--- src/rtl/hcm_reader.sv ---
// HCM row reader: issues credit-limited SSID reads, checks response order, and
// buffers decoded records. Define HCM_READER_ZERO_FILTER_EN to drop zero-count rows.
module hcm_reader #(
    parameter int ROWINDEXBITS_HCM = 10,
    parameter int MAXHITNBITS      = 3,
    parameter int ROWINDEXBITS_HIM = 8,
    parameter int MAXINFLIGHT      = 4
) (
    input  logic                                    clk,
    input  logic                                    reset,
    input  logic                                    ssidValid,
    output logic                                    ssidReady,
    input  logic [ROWINDEXBITS_HCM-1:0]             ssidIn,
    input  logic                                    flush,
    input  logic                                    hcmReadReady,
    output logic                                    readRow,
    output logic [ROWINDEXBITS_HCM-1:0]             inputRowToRead,
    input  logic                                    hcmRowValid,
    input  logic [ROWINDEXBITS_HCM-1:0]             hcmRowPassed,
    input  logic [MAXHITNBITS+ROWINDEXBITS_HIM-1:0] hcmRowData,
    output logic                                    outValid,
    input  logic                                    outReady,
    output logic [ROWINDEXBITS_HCM-1:0]             outSSID,
    output logic [MAXHITNBITS-1:0]                  outNHits,
    output logic [ROWINDEXBITS_HIM-1:0]             outHIMAddress,
    output logic                                    done,
    output logic                                    orderError,
    output logic                                    busy
);

    localparam int NCOLS_HCM = MAXHITNBITS + ROWINDEXBITS_HIM;
    localparam int PW        = $clog2(MAXINFLIGHT);
    localparam int CW        = $clog2(MAXINFLIGHT + 1);
    localparam int RW        = ROWINDEXBITS_HCM + NCOLS_HCM;
    localparam logic [CW:0]   LIMIT = (CW+1)'(MAXINFLIGHT);
    localparam logic [CW-1:0] C_ONE = CW'(1);
    localparam logic [PW-1:0] P_ONE = PW'(1);

    typedef enum logic [1:0] {S_IDLE, S_RUN, S_FLUSH} state_t;

    state_t                      r_state;
    logic                        r_done;
    logic                        r_readRow;
    logic [ROWINDEXBITS_HCM-1:0] r_rowToRead;
    logic                        r_orderError;
    logic [CW-1:0]               r_inflight;
    logic [CW-1:0]               r_fifo_cnt;
    logic [PW-1:0]               r_exp_wr;
    logic [PW-1:0]               r_exp_rd;
    logic [PW-1:0]               r_rec_wr;
    logic [PW-1:0]               r_rec_rd;
    logic [ROWINDEXBITS_HCM-1:0] r_exp_mem [MAXINFLIGHT];
    logic [RW-1:0]               r_rec_mem [MAXINFLIGHT];

    logic                        w_accept;
    logic                        w_resp;
    logic                        w_rec_push;
    logic                        w_pop;
    logic                        w_order_bad;
    logic [CW:0]                 w_credit;
    logic [CW-1:0]               w_inflight_nxt;
    logic [CW-1:0]               w_cnt_nxt;
    logic [RW-1:0]               w_rec;
    logic [RW-1:0]               w_head;

    // Credits cover both outstanding reads and buffered records, so the record FIFO cannot overflow.
    assign w_credit  = {1'b0, r_inflight} + {1'b0, r_fifo_cnt};
    assign ssidReady = (r_state != S_FLUSH) && !flush && hcmReadReady && (w_credit < LIMIT);
    assign w_accept  = ssidValid && ssidReady;

    assign w_resp      = hcmRowValid && (r_inflight != '0);
    assign w_order_bad = hcmRowValid &&
                         ((r_inflight == '0) || (r_exp_mem[r_exp_rd] != hcmRowPassed));

`ifdef HCM_READER_ZERO_FILTER_EN
    assign w_rec_push = w_resp && (hcmRowData[MAXHITNBITS-1:0] != '0);
`else
    assign w_rec_push = w_resp;
`endif

    assign outValid = (r_fifo_cnt != '0);
    assign w_pop    = outValid && outReady;

    assign w_rec  = {hcmRowPassed, hcmRowData[MAXHITNBITS-1:0], hcmRowData[NCOLS_HCM-1:MAXHITNBITS]};
    assign w_head = r_rec_mem[r_rec_rd];

    assign outSSID       = w_head[RW-1 -: ROWINDEXBITS_HCM];
    assign outNHits      = w_head[ROWINDEXBITS_HIM +: MAXHITNBITS];
    assign outHIMAddress = w_head[ROWINDEXBITS_HIM-1:0];

    assign readRow        = r_readRow;
    assign inputRowToRead = r_rowToRead;
    assign done           = r_done;
    assign orderError     = r_orderError;
    assign busy           = (r_state != S_IDLE);

    always_comb begin
        w_inflight_nxt = r_inflight;
        if (w_accept && !w_resp)
            w_inflight_nxt = r_inflight + C_ONE;
        else if (!w_accept && w_resp)
            w_inflight_nxt = r_inflight - C_ONE;
    end

    always_comb begin
        w_cnt_nxt = r_fifo_cnt;
        if (w_rec_push && !w_pop)
            w_cnt_nxt = r_fifo_cnt + C_ONE;
        else if (!w_rec_push && w_pop)
            w_cnt_nxt = r_fifo_cnt - C_ONE;
    end

    // Done is registered from next-cycle counts so it lands in the first cycle with nothing left.
    always_ff @(posedge clk or posedge reset) begin
        if (reset) begin
            r_state <= S_IDLE;
            r_done  <= 1'b0;
        end else begin
            r_done <= 1'b0;
            case (r_state)
                S_IDLE:  if (ssidValid || flush) r_state <= S_RUN;
                S_RUN:   if (flush) r_state <= S_FLUSH;
                S_FLUSH: begin
                    if ((w_inflight_nxt == '0) && (w_cnt_nxt == '0)) begin
                        r_state <= S_IDLE;
                        r_done  <= 1'b1;
                    end
                end
                default: r_state <= S_IDLE;
            endcase
        end
    end

    always_ff @(posedge clk or posedge reset) begin
        if (reset) begin
            r_readRow    <= 1'b0;
            r_rowToRead  <= '0;
            r_orderError <= 1'b0;
            r_inflight   <= '0;
            r_fifo_cnt   <= '0;
            r_exp_wr     <= '0;
            r_exp_rd     <= '0;
            r_rec_wr     <= '0;
            r_rec_rd     <= '0;
        end else begin
            r_readRow  <= w_accept;
            r_inflight <= w_inflight_nxt;
            r_fifo_cnt <= w_cnt_nxt;
            if (w_accept) begin
                r_rowToRead <= ssidIn;
                r_exp_wr    <= r_exp_wr + P_ONE;
            end
            if (w_resp)
                r_exp_rd <= r_exp_rd + P_ONE;
            if (w_order_bad)
                r_orderError <= 1'b1;
            if (w_rec_push)
                r_rec_wr <= r_rec_wr + P_ONE;
            if (w_pop)
                r_rec_rd <= r_rec_rd + P_ONE;
        end
    end

    always_ff @(posedge clk) begin
        if (w_accept)
            r_exp_mem[r_exp_wr] <= ssidIn;
        if (w_rec_push)
            r_rec_mem[r_rec_wr] <= w_rec;
    end

endmodule

--- config.mk ---
export PLATFORM = sky130hd
export DESIGN_NAME = hcm_reader
export DESIGN_NICKNAME = d
export VERILOG_FILES = /design/src/rtl/hcm_reader.sv
export SDC_FILE = /design/constraint.sdc
export NUM_CORES = 1
export LEC_CHECK = 0
export BUFFER_PORTS_ARGS = -buffer_cell sky130_fd_sc_hd__buf_2
export CAP_MARGIN = 0
export CELL_PAD_IN_SITES_DETAIL_PLACEMENT = 0
export CELL_PAD_IN_SITES_GLOBAL_PLACEMENT = 1
export CORE_ASPECT_RATIO = 0.5
export CORE_MARGIN = 4
export CORE_UTILIZATION = 30
export DETAILED_ROUTE_END_ITERATION = 10
export HOLD_SLACK_MARGIN = 0.05
export PLACE_DENSITY = 0.57
export SLEW_MARGIN = 30
export SYNTH_ARGS = -nofsm -noshare
export SYNTH_HDL_FRONTEND = slang
export SYNTH_SLANG_ARGS = --single-unit
--- constraint.sdc ---
create_clock -name clk -period 3.9 [get_ports clk]
set_input_delay 1.17 -clock clk [delete_from_list [all_inputs] [get_ports clk]]
set_output_delay 1.17 -clock clk [all_outputs]
set_load 0.02 [all_outputs]
# ---- Yosys cells after proc, flatten, opt, wreduce, memory -nomap -nowiden
# Memories as Yosys holds them, arrays and structs flattened.
# Cells that the tools add are included.
dict set report op_classes {
  addsub 9
  n_lt_le_gt_ge 1
  n_eq_ne 7
  mux 14
  reduce_logical 26
}
# op n
set op_table {}
lappend op_table {{$logic_and 1x1->1} 12}
lappend op_table {{$mux 3} 4}
lappend op_table {{$ne 10x10->1} 1}
lappend op_table {{$logic_not 3->1} 3}
lappend op_table {{$add 2x1->2 const B} 4}
lappend op_table {{$ne 2x2->1 const B} 4}
lappend op_table {{$add 3x1->3 const B} 2}
lappend op_table {{$mux 1} 6}
lappend op_table {{$mux 2} 3}
lappend op_table {{$pmux 2 s3} 1}
lappend op_table {{$reduce_bool 3->1} 2}
lappend op_table {{$sub 3x1->3 const B} 2}
lappend op_table {{$add 3x3->4} 1}
lappend op_table {{$logic_not 1->1} 4}
lappend op_table {{$lt 4x3->1 const B} 1}
lappend op_table {{$reduce_and 3->1} 1}
lappend op_table {{$eq 2x1->1 const B} 1}
lappend op_table {{$eq 2x2->1 const B} 1}
lappend op_table {{$logic_not 2->1} 1}
lappend op_table {{$logic_or 1x1->1} 2}
lappend op_table {{$reduce_bool 2->1} 1}
dict set report totals {
  reg_bits 29
  ram_bits 124
  out_inout_bits 37
  n_memories 2
}
# name depth word_bits rd rd_ports_with_merged_regs wr line_no
set mem_list {}
lappend mem_list {r_rec_mem 4 21 1 0 1 53} ;# logic [RW-1:0] r_rec_mem [MAXINFLIGHT];
lappend mem_list {r_exp_mem 4 10 1 0 1 52} ;# logic [ROWINDEXBITS_HCM-1:0] r_exp_mem [MAXINFLIGHT];

# ---- Depth between registers and ports, before layout
# Gate-level depths: netlist of the first run.
dict set report depth {
  word_depth 13
  ltp_mapped 9
  depth_no_buf 9
}

# ---- Least setup slack after synthesis of the first run
# No wires, ideal clock.
dict set report synth_timing {
  path_kind {input -> output}
  from {input port flush}
  to {output port ssidReady}
  t_arrival_ps 1634
  slack_ps 1096
  path_stages 2
  n_path_buf 0
  cell_sequence {nand3b_1 > nor2_1}
}
dict set report synth_between {
  elab_chain_cells 4
}
# element line_no
set synth_lines {}
lappend synth_lines {{start, declared} 14} ;# input logic flush,
lappend synth_lines {{$logic_not 1->1} 68} ;# assign ssidReady = (r_state != S_FLUSH) && !flush && hcmReadReady && (w_credit < LIMIT);
lappend synth_lines {{$logic_and 1x1->1 (3 in a row)} 68}
lappend synth_lines {{end, declared} 12} ;# output logic ssidReady,
# No other way between the ends.

# ---- Worst setup path in the final report of the first run
dict set report layout_timing {
  from {register r_rec_rd[0]}
  to {output port outNHits[1]}
}
dict set report layout_between {
  elab_chain_cells 1
}
# element line_no
set layout_lines {}
lappend layout_lines {{start, declared} 51} ;# logic [PW-1:0] r_rec_rd;
lappend layout_lines {{start signal, assigned} 160} ;# r_rec_rd <= r_rec_rd + P_ONE;
lappend layout_lines {{$mem_v2 4x21} -}
lappend layout_lines {{end, declared} 24} ;# output logic [MAXHITNBITS-1:0] outNHits,
# No other way between the ends.

==> results of run 1 <==
==> worst min-delay path by stage <==
stage                                  from                 endpoint  slack (ps)  cells after the start
detailed placement   r_state[1]$_DFFE_PP0P_   r_state[0]$_DFFE_PP0P_         480                      1
global placement    r_rec_rd[1]$_DFFE_PP0P_  r_rec_rd[1]$_DFFE_PP0P_         460                      1
global route        r_rec_rd[1]$_DFFE_PP0P_  r_rec_rd[1]$_DFFE_PP0P_         520                      1
floorplan            r_state[1]$_DFFE_PP0P_   r_state[0]$_DFFE_PP0P_         440                      1
CTS                  r_state[1]$_DFFE_PP0P_   r_state[0]$_DFFE_PP0P_         490                      1
finish               r_state[1]$_DFFE_PP0P_   r_state[0]$_DFFE_PP0P_         490                      1
==> synthesized netlist by cell type (3+ instances only) <==
master and instances:
a211oi_1 3, a21oi_1 3, and2_1 4, and3_1 4
buf_2 6, dfrtp_1 29, edfxtp_1 124, ha_1 16
inv_1 14, mux2_2 10, mux2i_1 8, mux4_1 7
mux4_2 21, nand2_1 10, nand2b_1 3, nand3_1 3
nor2_1 4, nor3_1 7, o211ai_1 4, o21ai_0 5
xnor2_1 22
==> kinds of logic after synthesis <==
kind of cell,synth area share [%]
DFF,71.58
muxes,13.67
and+or+nand+nor,3.764
buffers and inverters,1.751
xor gates and xnor gates,3.241
AOI/OAI and AO/OA,2.456
adders and majority gates,3.543
==> metal layers <==
metal / part of all wire (%) / global-route usage (%) / wire length, um
met2: 46 / 17.33 / 5650
met5: 0 / 0 / 0
met4: 1.9 / 4.869 / 229
met3: 2.7 / 2.794 / 333
met1: 49 / 15.61 / 6086
==> cell type report <==
type,instances,share of cell area [%]
sequential,153,59.02
multi-input combinational,153,22.07
timing repair buffer,83,5.809
clock buffer,17,5.643
tap,266,4.415
clock inverter,14,2.307
inverter,14,0.6971
antenna,1,0.03320
==> power by group <==
part,switching (mW),total [mW],leakage [nW],internal (mW)
registers,0.200,2.31,1.48,2.11
clock network,0.660,1.67,0.284,1.01
logic,1.00,1.78,1.01,0.777
==> metrics by stage <==
step | hold slack (ps) | instance area [um^2]
after floorplan | 443.2 | 6216
after global placement | 461.2 | 6937
after detailed placement | 476.3 | 6937
after CTS | 494.7 | 7536
after global routing | 518.6 | 7538
final | 489.6 | 7538
==> flip-flops by register name (all words and copies together) (netlist names), 3 cells and up <==
name	cells
r_inflight	3
r_fifo_cnt	3
inputRowToRead	10
r_exp_mem	40
r_rec_mem	84
==> placed cells by master, fill, tap and decap left out, types with 3 or more instances in the layout <==
cell,count
a211oi_1,3
a21oi_1,3
and2_1,4
and3_1,4
buf_2,74
buf_4,9
bufinv_16,3
clkbuf_16,17
clkinv_4,3
clkinvlp_4,3
dfrtp_1,29
edfxtp_1,124
ha_1,16
inv_1,14
inv_6,3
mux2_2,10
mux2i_1,8
mux4_1,7
mux4_2,21
nand2_1,10
nand2b_1,3
nand3_1,3
nor2_1,4
nor3_1,7
o211ai_1,4
o21ai_0,5
xnor2_1,22
==> worst reg2reg max path, stage by stage, from the launching register on <==
cell and delay, ps:
dfrtp_1 440, ha_1 320, nor3_1 130, nand2_1 140, nor3_4 360, buf_4 270
and2_1 460
==> results.toml, run 1 <==
[worst_setup_path]
worst_r2r_startpoint = "r_inflight[2]$_DFF_PP0_"
rr_endpoint = "r_exp_mem[0][7]$_DFFE_PP_"
path_class = "reg -> out"
crit_chain = "buf_4, mux4_2, buf_2"
worstPathRequired_ps = 2730
startpoint = "r_rec_rd[0]$_DFFE_PP0P_"
r2r_slack_ps = 1430
rr_worst_depth = 6
cpMaxStageDelayCell = "mux4_2"
cp_data_arrival_time_ps = 1910
crit_path_end = "outNHits[1]"
critical-path-max-stage-delay_ps = 590
crit_path_max_fanout = 23
crit_cells = 3
cp-end-kind = "output port"
path_buf_inv = 2
start_kind = "register"
crit_family = "multiplexers"

[synthesis]
syn_nets = 385
ys_warn_count = 0
synth_edf_count = 124
ys_types = 39
yosys_register_bits = 153
synth.avg_cell_area_um2 = 18.78
syn_inst = 331
synth_top_area_share_pct = 59.90
synth-seq-area-share_pct = 71.58
synth_area_leaders = "edfxtp_1 60%, dfrtp_1 12%, mux4_2 7.6%, ha_1 3.2%, xnor2_1 3.1%"
syn_area_um2 = 6216
synthFlopType = "edfxtp_1"
synth_top_area_cell = "edfxtp_1"
async_flop_share_pct = 18.95

[finish]
fin_cells = 701
fin_util_pct = 37.86
nets = 476
ff_latch_area_um2 = 4449
syn_to_final_growth_pct = 21.28
multi_input_area_um2 = 1664
drive_gt1_share_pct = 33.87
n_fill_cell = 1847

[routing]
wire_per_inst_um = 17.54
ant_nets = 0
drt-initial-drc-count = 188
wl_mm = 12.30
remaining_drc_errors = 0
vias = 3146
dr.pass1.iters = 6
viasPerCell = 4.488

[power]
fin_total_pwr_mw = 5.759
p_per_area_nw_per_um2 = 764.0
total_leakage_power_nw = 2.772
vdd_ir_drop_max_uv = 282.6

[clocking]
cts-root-buf = "clkbuf_16"
hold_buffers = 0
cts_setup_buffers = 0
clockBufferDepth = 2
cts_buffers = 17
cts-htree-levels = 4
cts.sinks = 153
clk_latency_ps = 420
post_cts_resized = 0
cts_tree = "done"
path_clk_slew_ps = 60

[floorplan]
design.portCount = 75
num_rows = 36
coreArea_um2 = 19910
fp.dieH_um = 109.8
initial_utilization_pct = 31.22
die_area_um2 = 23230
die_w_um = 211.6

[placement]
place.gp.congestion = 0.6997
pre_cts_ws_ps = 908.1
hpwl_mm = 8.151
portBuffers = 74
dp.cells = 669

[global_routing]
grt_pass1_wl_mm = 19.51
overflow = 0
grt_max_degree = 30
antenna_found_initial = 1
grt_usage_pct = 11.36
grt_pass1_vias = 3273

[timing]
finalClockSkew_ps = 5.785
setup_ws_ps = 819.7
rsz0062_at_grt = "no"
finalSetupViolCount = 0
fmaxAchievable_mhz = 324.6
post-route-min-period_ps = 3080
maxSlewViolCount = 0
fin_crit_sh_pct = 78.98
timing_hold_violations_final = 0
max_slew.worst_pin.slew_ps = 665.2
fin_tns_setup_ps = 0
slew_headroom_pct = 55.65

[worst_hold_path]
hold_class = "reg -> reg"

[run_status]
status = "finished, final reports clean"

[flow_run]
maxCapViolations = 0
Note: power is estimated with default switching activity, not from simulation.
==> run 2: changes to the inputs <==
==> constraint.sdc (replaced) <==
create_clock -name clk -period 2.9 [get_ports clk]
set_input_delay 0.87 -clock clk [delete_from_list [all_inputs] [get_ports clk]]
set_output_delay 0.87 -clock clk [all_outputs]
set_load 0.02 [all_outputs]
==> run 2 against run 1 <==
Routed wire length down 0.74%. Critical path type unchanged. Critical path depth up 2. Non-clock buffer count up 1. Sequential power is 34% higher. Final cell count rose by 0.14%.
==> results.toml, run 2 (synthesized netlist as in run 1, its figures left out) <==
[timing]
fmaxAchievable_mhz = 373.8
timing_hold_violations_final = 0
slew_headroom_pct = 59.14
maxSlewViolCount = 0
fin_tns_setup_ps = 0
max_slew.worst_pin.slew_ps = 613.0
fin_crit_sh_pct = 92.24
post-route-min-period_ps = 2675
finalClockSkew_ps = 11.80
finalSetupViolCount = 0
rsz0062_at_grt = "no"

[placement]
portBuffers = 74
hpwl_mm = 8.085
dpl-instance-area_um2 = 6957
place.gp.congestion = 0.7296
dp.cells = 670

[finish]
nets = 477
diodes = 0
ff_latch_area_um2 = 4449
final_cell_mix = "124 x edfxtp_1, 74 x buf_2, 29 x dfrtp_1, 22 x xnor2_1, 21 x mux4_2"
regMostFlops = "r_rec_mem"
n_fill_cell = 1851
fin_cells = 702
multi_input_area_um2 = 1664
largest_register_ffs = 84
syn_to_final_growth_pct = 20.85
fin_area_um2 = 7512
final_common_cell = "edfxtp_1"
drive_gt1_share_pct = 33.94

[clocking]
cts-htree-levels = 4
path_clk_slew_ps = 70
hold_buffers = 0
clk_latency_ps = 420
cts_setup_buffers = 0
cts-root-buf = "clkbuf_16"
cts_tree = "done"
post_cts_resized = 0
cts.sinks = 153
cts_buffers = 17
clockBufferDepth = 2

[power]
vdd_ir_drop_max_uv = 404.3
fin_total_pwr_mw = 7.602
p_per_area_nw_per_um2 = 1012
total_leakage_power_nw = 2.746

[worst_setup_path]
r2r_slack_ps = 600
path_class = "reg -> out"
rr_endpoint = "r_exp_mem[3][0]$_DFFE_PP_"
worstPathRequired_ps = 2030
cp_data_arrival_time_ps = 1810
cp-end-kind = "output port"
crit_path_max_fanout = 7
rr_worst_depth = 5
start_kind = "register"
worst_r2r_startpoint = "r_inflight[2]$_DFF_PP0_"

[routing]
ant_nets = 0
remaining_drc_errors = 0
wire_per_inst_um = 17.39
vias = 3110
drt-initial-drc-count = 184
dr.pass1.iters = 4
viasPerCell = 4.430
wl_mm = 12.21

[worst_hold_path]
hold_class = "reg -> reg"
hold_depth = 1
hp-start = "inputRowToRead[4]$_DFFE_PP0P_"
hold_path_end = "inputRowToRead[4]$_DFFE_PP0P_"

[floorplan]
die_area_um2 = 23230
fp.dieH_um = 109.8
initial_utilization_pct = 31.22
die_w_um = 211.6
design.portCount = 75
num_rows = 36
coreArea_um2 = 19910

[global_routing]
grt_pass1_vias = 3246
overflow = 0
antenna_found_initial = 0
grt_max_degree = 30
grt_pass1_wl_mm = 19.18
grt_usage_pct = 11.02

[run_status]
status = "finished, final reports clean"

[flow_run]
maxCapViolations = 0
==> run 2: how the worst max path moves through the flow <==
stage / startpoint / endpoint / slack (ps) / depth (start not counted)
2_1_floorplan: r_rec_rd[0]$_DFFE_PP0P_ / outHIMAddress[2] / 560 / 3
3_3_place_gp: flush / ssidReady / 530 / 4
3_5_place_dp: flush / r_exp_mem[3][9]$_DFFE_PP_ / 460 / 4
4_1_cts: r_inflight[2]$_DFF_PP0_ / ssidReady / 190 / 5
5_1_grt: r_inflight[2]$_DFF_PP0_ / ssidReady / 110 / 5
6_report: r_inflight[2]$_DFF_PP0_ / ssidReady / 220 / 5
==> run 2: metal layers <==
metal  vias up  track usage (%)  part of all wire (%)
met4         0            3.032                   1.1
met5         -                0                     0
met1      1572            15.75                    50
li1       1487                -                     -
met3        10            3.107                   3.4
met2        41            16.58                    45
==> run 2: metrics by stage <==
step,hold slack [ps],setup slack (ps),util (%)
2_1_floorplan,443.2,555.3,-
3_3_place_gp,479.8,525.3,34.94
3_5_place_dp,485.1,461.2,34.94
4_1_cts,504.9,188.1,37.73
5_1_grt,516.7,113.7,37.73
6_report,501.5,224.9,37.73
==> run 2: area by class of cell <==
| type | instances | area share [%] |
|---|---|---|
| clock buffers | 18 | 5.713 |
| clock inverters | 14 | 1.682 |
| inverters | 14 | 0.6995 |
| multi-input cells | 153 | 22.15 |
| flip-flops and latches | 153 | 59.23 |
| well taps | 266 | 4.430 |
| repair buffers | 84 | 6.096 |
==> run 2: worst max-delay path, stage by stage (launching register included) <==
cell and delay (ps):
dfrtp_1 450, ha_1 310, nor3_1 150, nand2_1 150, nor2_1 150, buf_2 180
==> run 2: power by group <==
part / internal, mW / leakage (nW) / switching [mW]
clock: 1.18 / 0.249 / 0.892
sequential: 2.84 / 1.48 / 0.264
combinational: 1.07 / 1.02 / 1.35
total: 5.09 / 2.75 / 2.51
==> run 3: changes to the inputs <==
--- a/config.mk
+++ b/config.mk
@@ -12,6 +12,7 @@
 export CORE_ASPECT_RATIO = 0.5
 export CORE_MARGIN = 4
 export CORE_UTILIZATION = 30
+export CTS_BUF_LIST = sky130_fd_sc_hd__clkbuf_16
 export DETAILED_ROUTE_END_ITERATION = 10
 export HOLD_SLACK_MARGIN = 0.05
 export PLACE_DENSITY = 0.57
==> run 3 against run 2 <==
Fmax stayed put. Sequential power barely moved. Non-clock buffer count stayed put. Hold slack unchanged. Die area unchanged. Final area unchanged. First-iteration DRC count stayed put. Critical path depth stayed put. Clock-buffer cell count shrank 1. Via count is the same. Combinational power about the same. Utilization unchanged.
==> results.toml, run 3 (synthesized netlist as in run 1, its figures left out) <==
[run_status]
status = "finished, final reports clean"

[floorplan]
num_rows = 36
initial_utilization_pct = 31.22
fp.dieH_um = 109.8
design.portCount = 75
die_area_um2 = 23230
die_w_um = 211.6
coreArea_um2 = 19910

[power]
p_int_mw = 5.089
total_leakage_power_nw = 2.751
vdd_ir_drop_max_uv = 404.3
swShare_pct = 33.02
pwr-share-seq_pct = 40.8
p_per_area_nw_per_um2 = 1012
p_comb_share_pct = 31.9
p_sw_mw = 2.509
clkPwrFrac_pct = 27.3

[timing]
setup_ws_ps = 224.9
fmaxAchievable_mhz = 373.8
slew_headroom_pct = 59.14
max_slew.worst_pin.slew_ps = 613.0
rsz0062_at_grt = "no"
finalClockSkew_ps = 11.80
fin_tns_setup_ps = 0
fin_crit_sh_pct = 92.24
maxSlewViolCount = 0
finalSetupViolCount = 0
timing_hold_violations_final = 0
post-route-min-period_ps = 2675

[worst_setup_path]
critical-path-max-stage-delay_ps = 450
crit_path_max_fanout = 7
start_kind = "register"
crit_chain = "ha_1, nor3_1, nand2_1, nor2_1, buf_2"
cpMaxStageDelayCell = "dfrtp_1"
worstPathRequired_ps = 2030
path_class = "reg -> out"
cp_data_arrival_time_ps = 1810
crit_family = "flip-flops"
path_buf_inv = 1
cp-end-kind = "output port"

[clocking]
cts_tree = "done"
post_cts_resized = 0
clk_latency_ps = 420
path_clk_slew_ps = 70
cts-root-buf = "clkbuf_16"
cts.sinks = 153
clockBufferDepth = 2
cts_buffers = 17
cts-htree-levels = 4
hold_buffers = 0
cts_setup_buffers = 0

[finish]
regMostFlops = "r_rec_mem"
final_cell_mix = "124 x edfxtp_1, 74 x buf_2, 29 x dfrtp_1, 22 x xnor2_1, 21 x mux4_2"
diodes = 0
final_common_cell = "edfxtp_1"
syn_to_final_growth_pct = 20.85
ff_latch_area_um2 = 4449
nets = 477
n_fill_cell = 1851
drive_gt1_share_pct = 33.94
multi_input_area_um2 = 1664
largest_register_ffs = 84

[routing]
wl_mm = 12.21
drt-initial-drc-count = 184
remaining_drc_errors = 0
ant_nets = 0
wire_per_inst_um = 17.39
viasPerCell = 4.430
vias = 3110
dr.pass1.iters = 4

[worst_hold_path]
hold_class = "reg -> reg"

[global_routing]
overflow = 0
antenna_found_initial = 0
grt_pass1_wl_mm = 19.18
grt_pass1_vias = 3246
grt_max_degree = 30
grt_usage_pct = 11.02

[flow_run]
maxCapViolations = 0

[placement]
hpwl_mm = 8.085
pre_cts_ws_ps = 461.2
portBuffers = 74
place.gp.congestion = 0.7296
-- run 3: power groups by stage --
stage | Combinational, mW | Clock [mW] | Sequential [mW]
floorplan | 1.73 | 0 | 3.12
global placement | 2.50 | 0 | 3.14
detailed placement | 2.50 | 0 | 3.15
CTS | 2.49 | 2.13 | 3.11
global route | 2.67 | 2.24 | 3.16
finish | 2.42 | 2.07 | 3.10
-- run 3: cell type report --
type                            count  area share (%)
Multi-Input combinational cell    153           22.15
Sequential cell                   153           59.23
Timing Repair Buffer               84           6.096
Clock buffer                       17           5.663
Inverter                           14          0.6995
Tap cell                          266           4.430
Clock inverter                     15           1.732
-- run 3: metal layers --
layer	vias to the layer above	wire, um	track usage, %
met5	-	0	0
met3	10	416	3.107
met4	0	129	3.032
li1	1487	-	-
met2	41	5518	16.58
met1	1572	6144	15.75
-- run 3: stage by stage --
step / hold slack (ps) / area [um^2] / power (mW) / instances / util (%)
floorplan: 443.2 / 6216 / 4.852 / 331 / -
global placement: 479.8 / 6957 / 5.640 / 670 / 34.94
detailed placement: 485.1 / 6957 / 5.647 / 670 / 34.94
CTS: 504.9 / 7512 / 7.731 / 702 / 37.73
global route: 516.7 / 7512 / 8.067 / 702 / 37.73
finish: 501.5 / 7512 / 7.599 / 702 / 37.73
-- run 3: path summary, 6_finish.rpt --
| check | startpoint | to | slack, ps | cells after the start |
|---|---|---|---|---|
| max | r_inflight[2]$_DFF_PP0_ | ssidReady | 220 | 5 |
| min | inputRowToRead[4]$_DFFE_PP0P_ | inputRowToRead[4]$_DFFE_PP0P_ | 500 | 1 |
| max reg2reg | r_inflight[2]$_DFF_PP0_ | r_exp_mem[3][0]$_DFFE_PP_ | 600 | 5 |
| min reg2reg | inputRowToRead[4]$_DFFE_PP0P_ | inputRowToRead[4]$_DFFE_PP0P_ | 500 | 1 |
| max in group asynchronous | reset | inputRowToRead[3]$_DFFE_PP0P_ | 2050 | 3 |
| min in group asynchronous | reset | r_state[1]$_DFFE_PP0P_ | 540 | 3 |
